`config.mk`:
```
export PLATFORM = sky130hd
export DESIGN_NAME = sha1_chain_engine
export DESIGN_NICKNAME = d
export VERILOG_FILES = /design/src/rtl/sha1_chain_engine_pkg.sv /design/src/rtl/sha1_chain_engine_round.sv /design/src/rtl/sha1_chain_engine.sv
export SDC_FILE = /design/constraint.sdc
export NUM_CORES = 2
export LEC_CHECK = 0
export ABC_AREA = 0
export BUFFER_PORTS_ARGS = -buffer_cell sky130_fd_sc_hd__buf_2
export CAP_MARGIN = 20
export CORE_MARGIN = 2
export CORE_UTILIZATION = 35
export CTS_BUF_LIST = sky130_fd_sc_hd__clkbuf_16
export CTS_CLUSTER_DIAMETER = 120
export DETAILED_ROUTE_END_ITERATION = 8
export HOLD_SLACK_MARGIN = 0.12
export SLEW_MARGIN = 40
export SYNTH_ARGS = -nofsm -noshare
export SYNTH_HDL_FRONTEND = slang
export SYNTH_HIERARCHICAL = 1
export SYNTH_SLANG_ARGS = --single-unit
```
`constraint.sdc`:
```
create_clock -name clk -period 19.5 [get_ports clk]
set_clock_uncertainty 0.15 [all_clocks]
set_input_delay 2.925 -clock clk [delete_from_list [all_inputs] [get_ports clk]]
set_output_delay 2.925 -clock clk [all_outputs]
set_load 0.1 [all_outputs]
```
`src/rtl/sha1_chain_engine_pkg.sv`:
```
// Shared types, constants and arithmetic helpers for the chained SHA-1 engine.
package sha1_chain_engine_pkg;

   typedef enum logic [1:0] {
      ST_IDLE,
      ST_ROUND,
      ST_FINAL,
      ST_HOLD
   } state_t;

   localparam logic [31:0] H0 = 32'h67452301;
   localparam logic [31:0] H1 = 32'hEFCDAB89;
   localparam logic [31:0] H2 = 32'h98BADCFE;
   localparam logic [31:0] H3 = 32'h10325476;
   localparam logic [31:0] H4 = 32'hC3D2E1F0;
   localparam logic [159:0] IV = {H0, H1, H2, H3, H4};

   localparam logic [31:0] K0 = 32'h5A827999;
   localparam logic [31:0] K1 = 32'h6ED9EBA1;
   localparam logic [31:0] K2 = 32'h8F1BBCDC;
   localparam logic [31:0] K3 = 32'hCA62C1D6;

   function automatic logic [31:0] rotl32(input logic [31:0] x, input int unsigned n);
      return (x << n) | (x >> (32 - n));
   endfunction

   function automatic logic [31:0] f_sel(input logic [6:0] t, input logic [31:0] b,
                                         input logic [31:0] c, input logic [31:0] d);
      if (t < 7'd20)      return (b & c) | (~b & d);
      else if (t < 7'd40) return b ^ c ^ d;
      else if (t < 7'd60) return (b & c) | (b & d) | (c & d);
      else                return b ^ c ^ d;
   endfunction

   function automatic logic [31:0] k_sel(input logic [6:0] t);
      if (t < 7'd20)      return K0;
      else if (t < 7'd40) return K1;
      else if (t < 7'd60) return K2;
      else                return K3;
   endfunction

   function automatic logic [31:0] w_sched(input logic [31:0] w3, input logic [31:0] w8,
                                           input logic [31:0] w14, input logic [31:0] w16);
      return rotl32(w3 ^ w8 ^ w14 ^ w16, 1);
   endfunction

   // Word-wise mod 2^32 addition of two {h0..h4} vectors.
   function automatic logic [159:0] add5(input logic [159:0] x, input logic [159:0] y);
      logic [159:0] r;
      for (int i = 0; i < 5; i++) r[32*i +: 32] = x[32*i +: 32] + y[32*i +: 32];
      return r;
   endfunction

endpackage

```
`src/rtl/sha1_chain_engine_round.sv`:
```
// One combinational SHA-1 round on the packed working state {a,b,c,d,e}.
module sha1_chain_engine_round
   import sha1_chain_engine_pkg::*;
(
   input  logic [6:0]   t,
   input  logic [31:0]  w,
   input  logic [159:0] state_in,
   output logic [159:0] state_out
);

   logic [31:0] a, b, c, d, e;
   logic [31:0] tmp;

   assign {a, b, c, d, e} = state_in;
   assign tmp = rotl32(a, 5) + f_sel(t, b, c, d) + e + k_sel(t) + w;
   assign state_out = {tmp, a, rotl32(b, 30), c, d};

endmodule

```
`src/rtl/sha1_chain_engine.sv`:
```
// Multi-block SHA-1 engine: chains the intermediate hash across the blocks of a
// message and holds the final digest until the consumer takes it.
//
// state | meaning
// IDLE  | in_ready=1, waiting for a chunk; loads W window and working state
// ROUND | ROUNDS_PER_CYCLE rounds per clock over a sliding 16-word W window
// FINAL | folds working state into the chain; last block -> HOLD, else -> IDLE
// HOLD  | publishes digest, then waits for out_ready; chain returns to IV
module sha1_chain_engine
   import sha1_chain_engine_pkg::*;
#(
   parameter int ROUNDS_PER_CYCLE = 4,
   parameter int TAG_W            = 8
) (
   input  logic             clk,
   input  logic             areset,
   input  logic             in_valid,
   output logic             in_ready,
   input  logic             in_first,
   input  logic             in_last,
   input  logic [TAG_W-1:0] in_tag,
   input  logic [511:0]     chunk,
   output logic             out_valid,
   input  logic             out_ready,
   output logic [TAG_W-1:0] out_tag,
   output logic [159:0]     digest,
   output logic [7:0]       out_nblk
);

   localparam int RPC = ROUNDS_PER_CYCLE;
   localparam logic [6:0] T_STEP = 7'(RPC);
   localparam logic [6:0] T_LAST = 7'(80 - RPC);

   if ((RPC < 1) || (RPC > 20) || ((80 % RPC) != 0)) begin : g_bad_rpc
      $error("ROUNDS_PER_CYCLE must be one of 1,2,4,5,8,10,16,20");
   end

   state_t           state;
   logic [6:0]       t;
   logic [159:0]     st;
   logic [159:0]     chain;
   logic [31:0]      w [16];
   logic             last_blk;
   logic [TAG_W-1:0] tag_q;
   logic [7:0]       nblk;

   logic [31:0]      w_rnd [RPC];
   logic [31:0]      w_nxt [16];
   logic [159:0]     rnd_out;

   // Extend the window by RPC scheduled words; round j consumes wx[j].
   always_comb begin : p_wsched
      logic [31:0] wx [16+RPC];
      for (int i = 0; i < 16; i++) wx[i] = w[i];
      for (int i = 16; i < 16 + RPC; i++) wx[i] = w_sched(wx[i-3], wx[i-8], wx[i-14], wx[i-16]);
      for (int j = 0; j < RPC; j++) w_rnd[j] = wx[j];
      for (int i = 0; i < 16; i++) w_nxt[i] = wx[i+RPC];
   end

   for (genvar j = 0; j < RPC; j++) begin : g_rnd
      logic [159:0] st_in;
      logic [159:0] st_out;
      if (j == 0) begin : g_head
         assign st_in = st;
      end else begin : g_link
         assign st_in = g_rnd[j-1].st_out;
      end
      sha1_chain_engine_round u_round (
         .t         (t + 7'(j)),
         .w         (w_rnd[j]),
         .state_in  (st_in),
         .state_out (st_out)
      );
   end

   assign rnd_out = g_rnd[RPC-1].st_out;

   always_ff @(posedge clk or negedge areset) begin
      if (!areset) begin
         state     <= ST_IDLE;
         in_ready  <= 1'b1;
         out_valid <= 1'b0;
         digest    <= '0;
         out_tag   <= '0;
         out_nblk  <= '0;
         chain     <= IV;
         st        <= '0;
         t         <= '0;
         last_blk  <= 1'b0;
         tag_q     <= '0;
         nblk      <= '0;
         for (int i = 0; i < 16; i++) w[i] <= '0;
      end else begin
         case (state)
            ST_IDLE: begin
               if (in_valid && in_ready) begin
                  for (int i = 0; i < 16; i++) w[i] <= chunk[511-32*i -: 32];
                  // A first block always restarts from IV, abandoning any open chain.
                  if (in_first) begin
                     st    <= IV;
                     chain <= IV;
                     tag_q <= in_tag;
                     nblk  <= 8'd1;
                  end else begin
                     st <= chain;
                     if (nblk != 8'hFF) nblk <= nblk + 8'd1;
                  end
                  last_blk <= in_last;
                  t        <= '0;
                  in_ready <= 1'b0;
                  state    <= ST_ROUND;
               end
            end
            ST_ROUND: begin
               st <= rnd_out;
               for (int i = 0; i < 16; i++) w[i] <= w_nxt[i];
               t <= t + T_STEP;
               if (t == T_LAST) state <= ST_FINAL;
            end
            ST_FINAL: begin
               chain <= add5(chain, st);
               if (last_blk) begin
                  state <= ST_HOLD;
               end else begin
                  in_ready <= 1'b1;
                  state    <= ST_IDLE;
               end
            end
            ST_HOLD: begin
               if (!out_valid) begin
                  digest    <= chain;
                  out_tag   <= tag_q;
                  out_nblk  <= nblk;
                  out_valid <= 1'b1;
               end else if (out_ready) begin
                  out_valid <= 1'b0;
                  chain     <= IV;
                  nblk      <= '0;
                  in_ready  <= 1'b1;
                  state     <= ST_IDLE;
               end
            end
            default: begin
               in_ready <= 1'b1;
               state    <= ST_IDLE;
            end
         endcase
      end
   end

endmodule

```
==> summary.md <==
| Metric | Value |
|---|---|
| Share of cells above drive strength 1 | `between 10% and 20%` |
| Detailed-route DRC error count | `0` |
| Critical Path Fanout Max | `17` |
| CTS Hold Bufs | `0` |
| Worst path required time | `roughly 20 ns` |
| WP data arrival | `between 15 and 20 ns` |
| Grt total ovfl | `0` |
| Largest net degree at the start of global routing | `roughly 200` |
| Die Wd | `between 400 and 500 um` |
| First-pass GRT wire length | `approximately 500000 um` |
| Clock sinks | `slightly above 1000` |
| Die Height | `roughly 480 um` |
| Crit Path Class | `reg -> reg` |
| Final worst-path cycle share | `92.4%` |
| Crit path launch type | `register` |
| GRT Util Overall | `30.1%` |
| Worst Tran Pin Value | `0.951 ns` |
| Mapped Cells | `just over 9000` |
| Initial DRC Count | `about 8000` |
| Reg-to-reg endpoint | `g_rnd[0].st_in[156]$_DFFE_PN0P_` |
| Initial antenna violation count | `40` |
| Routed Wire Length | `362000 um` |
| TritonRoute pass-1 iters | `6` |
| Delay of the slowest critical-path stage | `a little under 0.8 ns` |
| Outcome | `complete, no violations` |
| Worst Hold Path EP | `digest[127]$_DFFE_PN0P_` |
| HP Start | `digest[127]$_DFFE_PN0P_` |
| Vias in the first global route | `66296` |
| CTS tree | `done` |
| Register Area | `about 0.026 mm^2` |
| Sum of negative setup slack | `0 ns` |
| Gpl congestion | `approximately 1.1` |
| Hold Vio Cnt, Final | `0` |
| DRT antenna net count | `0` |
| Area occupied by multi-input gates | `0.0465 mm^2` |
| # setup viols final | `0` |
| Clk buf depth | `3` |
| Clock root buffer | `clkbuf_16` |
| Fill cells | `23425` |
| Postcts setup bufs | `0` |
| Tmin final | `approximately 18 ns` |
| Syn Nets | `approximately 10000` |
| Nets | `between 10000 and 15000` |
| Hold Path Class | `reg -> reg` |
| Reg-to-reg critical path startpoint | `t[6]$_DFFE_PN0P_` |
| Critical path's most frequent cell | `inv_1` |
| Synth Cell Area | `between 0.08 and 0.09 mm^2` |
| Vias per cell | `around 5.6` |
| Row count | `between 150 and 200` |
| Avg Cell Area, Syn | `between 8 and 9 um^2` |
| Die footprint | `between 0.2 and 0.25 mm^2` |
| Post-DP HPWL | `just under 300000 um` |
| Post-CTS sizing | `0` |
| Port Buffers | `703` |
| Area grow syn2layout | `10.3%` |
| R2R cell count | `66` |
| Crit-path slowest cell | `dfrtp_1` |
| Hold path cells | `2` |
| H-tree Lvls | `4` |
| Endpoint class of the critical path | `register` |
| Avg WL per Cell | `slightly below 30 um` |
| Max_cap viols | `0` |
| Ports | `about 700` |
| Final Max Tran Viols | `0` |
| Fmax | `55.5 MHz` |
| CTS buffer count | `130` |
| Starting Density | `between 30% and 40%` |
| Relative slew slack | `a little over a third` |
| Synth warnings | `6` |
| Clk_lat worst skew | `0.82 ns` |
| Clock slew at reported path FFs | `around 0.060 ns` |
| R2R Setup Slk | `roughly 1.5 ns` |
| Std-Cell Core Area | `around 0.23 mm^2` |
| Unrepaired setup endpoints after global routing | `false` |
| Vias | `between 60000 and 70000` |
## sequential cells by signal, indices dropped and copies added, names as in the netlist
signal and flops:
g_rnd.st_in 160, chain 160, digest 160, in_ready 1, p_wsched.wx 512, out_tag 8, state 2, last_blk 1
out_nblk 8, tag_q 8, out_valid 1, nblk 8, t 5
## cells in the final DEF, fill, tap and decap left out, types with 16 or more instances in the layout
| cell | count |
|---|---|
| dfstp_2 | 81 |
| a22oi_1 | 67 |
| a21oi_1 | 409 |
| a211oi_1 | 29 |
| o21bai_1 | 27 |
| clkbuf_16 | 134 |
| a221oi_1 | 24 |
| fa_1 | 485 |
| a221o_1 | 54 |
| nor2_1 | 876 |
| and2_1 | 19 |
| o21ai_1 | 20 |
| nand3_1 | 58 |
| nor2b_1 | 40 |
| dfrtp_1 | 948 |
| and3_1 | 36 |
| o21a_1 | 25 |
| buf_6 | 16 |
| xnor2_1 | 485 |
| nor3b_1 | 81 |
| mux2i_1 | 94 |
| nand2b_1 | 29 |
| ha_1 | 305 |
| xor2_1 | 132 |
| o211ai_1 | 31 |
| a21o_1 | 126 |
| a31oi_1 | 448 |
| nor3_1 | 143 |
| clkinv_1 | 22 |
| buf_4 | 180 |
| diode_2 | 18 |
| buf_2 | 701 |
| nand2_1 | 1256 |
| mux2_2 | 213 |
| nand4_1 | 39 |
| o21ai_0 | 392 |
| o31ai_1 | 96 |
| o22ai_1 | 44 |
| inv_1 | 808 |
## routing by layer
layer	share of wire, %	up-vias	track usage [%]
met3	9.2	593	6.32
met1	43	35165	42.6
met5	0.057	-	0
met2	42	3588	43.5
met4	5.8	32	15.0
li1	-	30383	-
## per-stage QoR
step	worst slack [ns]	utilization [%]	cell area, um^2	hold slack, ns	instances
3_3_place_gp	1.97	36.7	84200	0.313	12090
3_5_place_dp	1.79	36.8	84500	0.321	12096
2_1_floorplan	4.05	-	80600	0.300	9113
5_1_grt	0.634	38.7	88900	0.349	12345
6_report	1.48	38.7	88900	0.334	12356
4_1_cts	1.76	38.7	88700	0.335	12332
## final cells by class
cell class,instances,share of cell area [%]
multi-input cells,6346,52.3
repair buffers,919,6.23
clock buffers,134,3.77
diodes,18,0.0507
well taps,3026,4.26
clock inverters,102,0.930
flip-flops and latches,1034,29.2
inverters,777,3.28
## worst max-delay path: cells and delay by family, from the launching register on
kind	cells	cell delay (ns)
buffers and inverters	16	1.64
AND/OR/NAND/NOR	7	1.22
XOR/XNOR	1	0.17
flip-flops	1	0.78
adder cells (fa/ha/maj)	15	6.92
AO/OA/AOI/OAI	27	7.08
## worst max-delay path by stage
stage | start | end | slack [ns]
CTS | t[6]$_DFFE_PN0P_ | g_rnd[0].st_in[156]$_DFFE_PN0P_ | 1.76
finish | t[6]$_DFFE_PN0P_ | g_rnd[0].st_in[156]$_DFFE_PN0P_ | 1.48
detailed placement | t[6]$_DFFE_PN0P_ | g_rnd[0].st_in[156]$_DFFE_PN0P_ | 1.79
global placement | t[6]$_DFFE_PN0P_ | g_rnd[0].st_in[158]$_DFFE_PN0P_ | 1.97
floorplan | t[3]$_DFFE_PN0P_ | g_rnd[0].st_in[153]$_DFFE_PN0P_ | 4.05
global route | t[5]$_DFFE_PN0P_ | g_rnd[0].st_in[156]$_DFFE_PN0P_ | 0.63
Power is not shown: default switching activity piles up to over one toggle a cycle in this logic, so the estimate is an artifact.
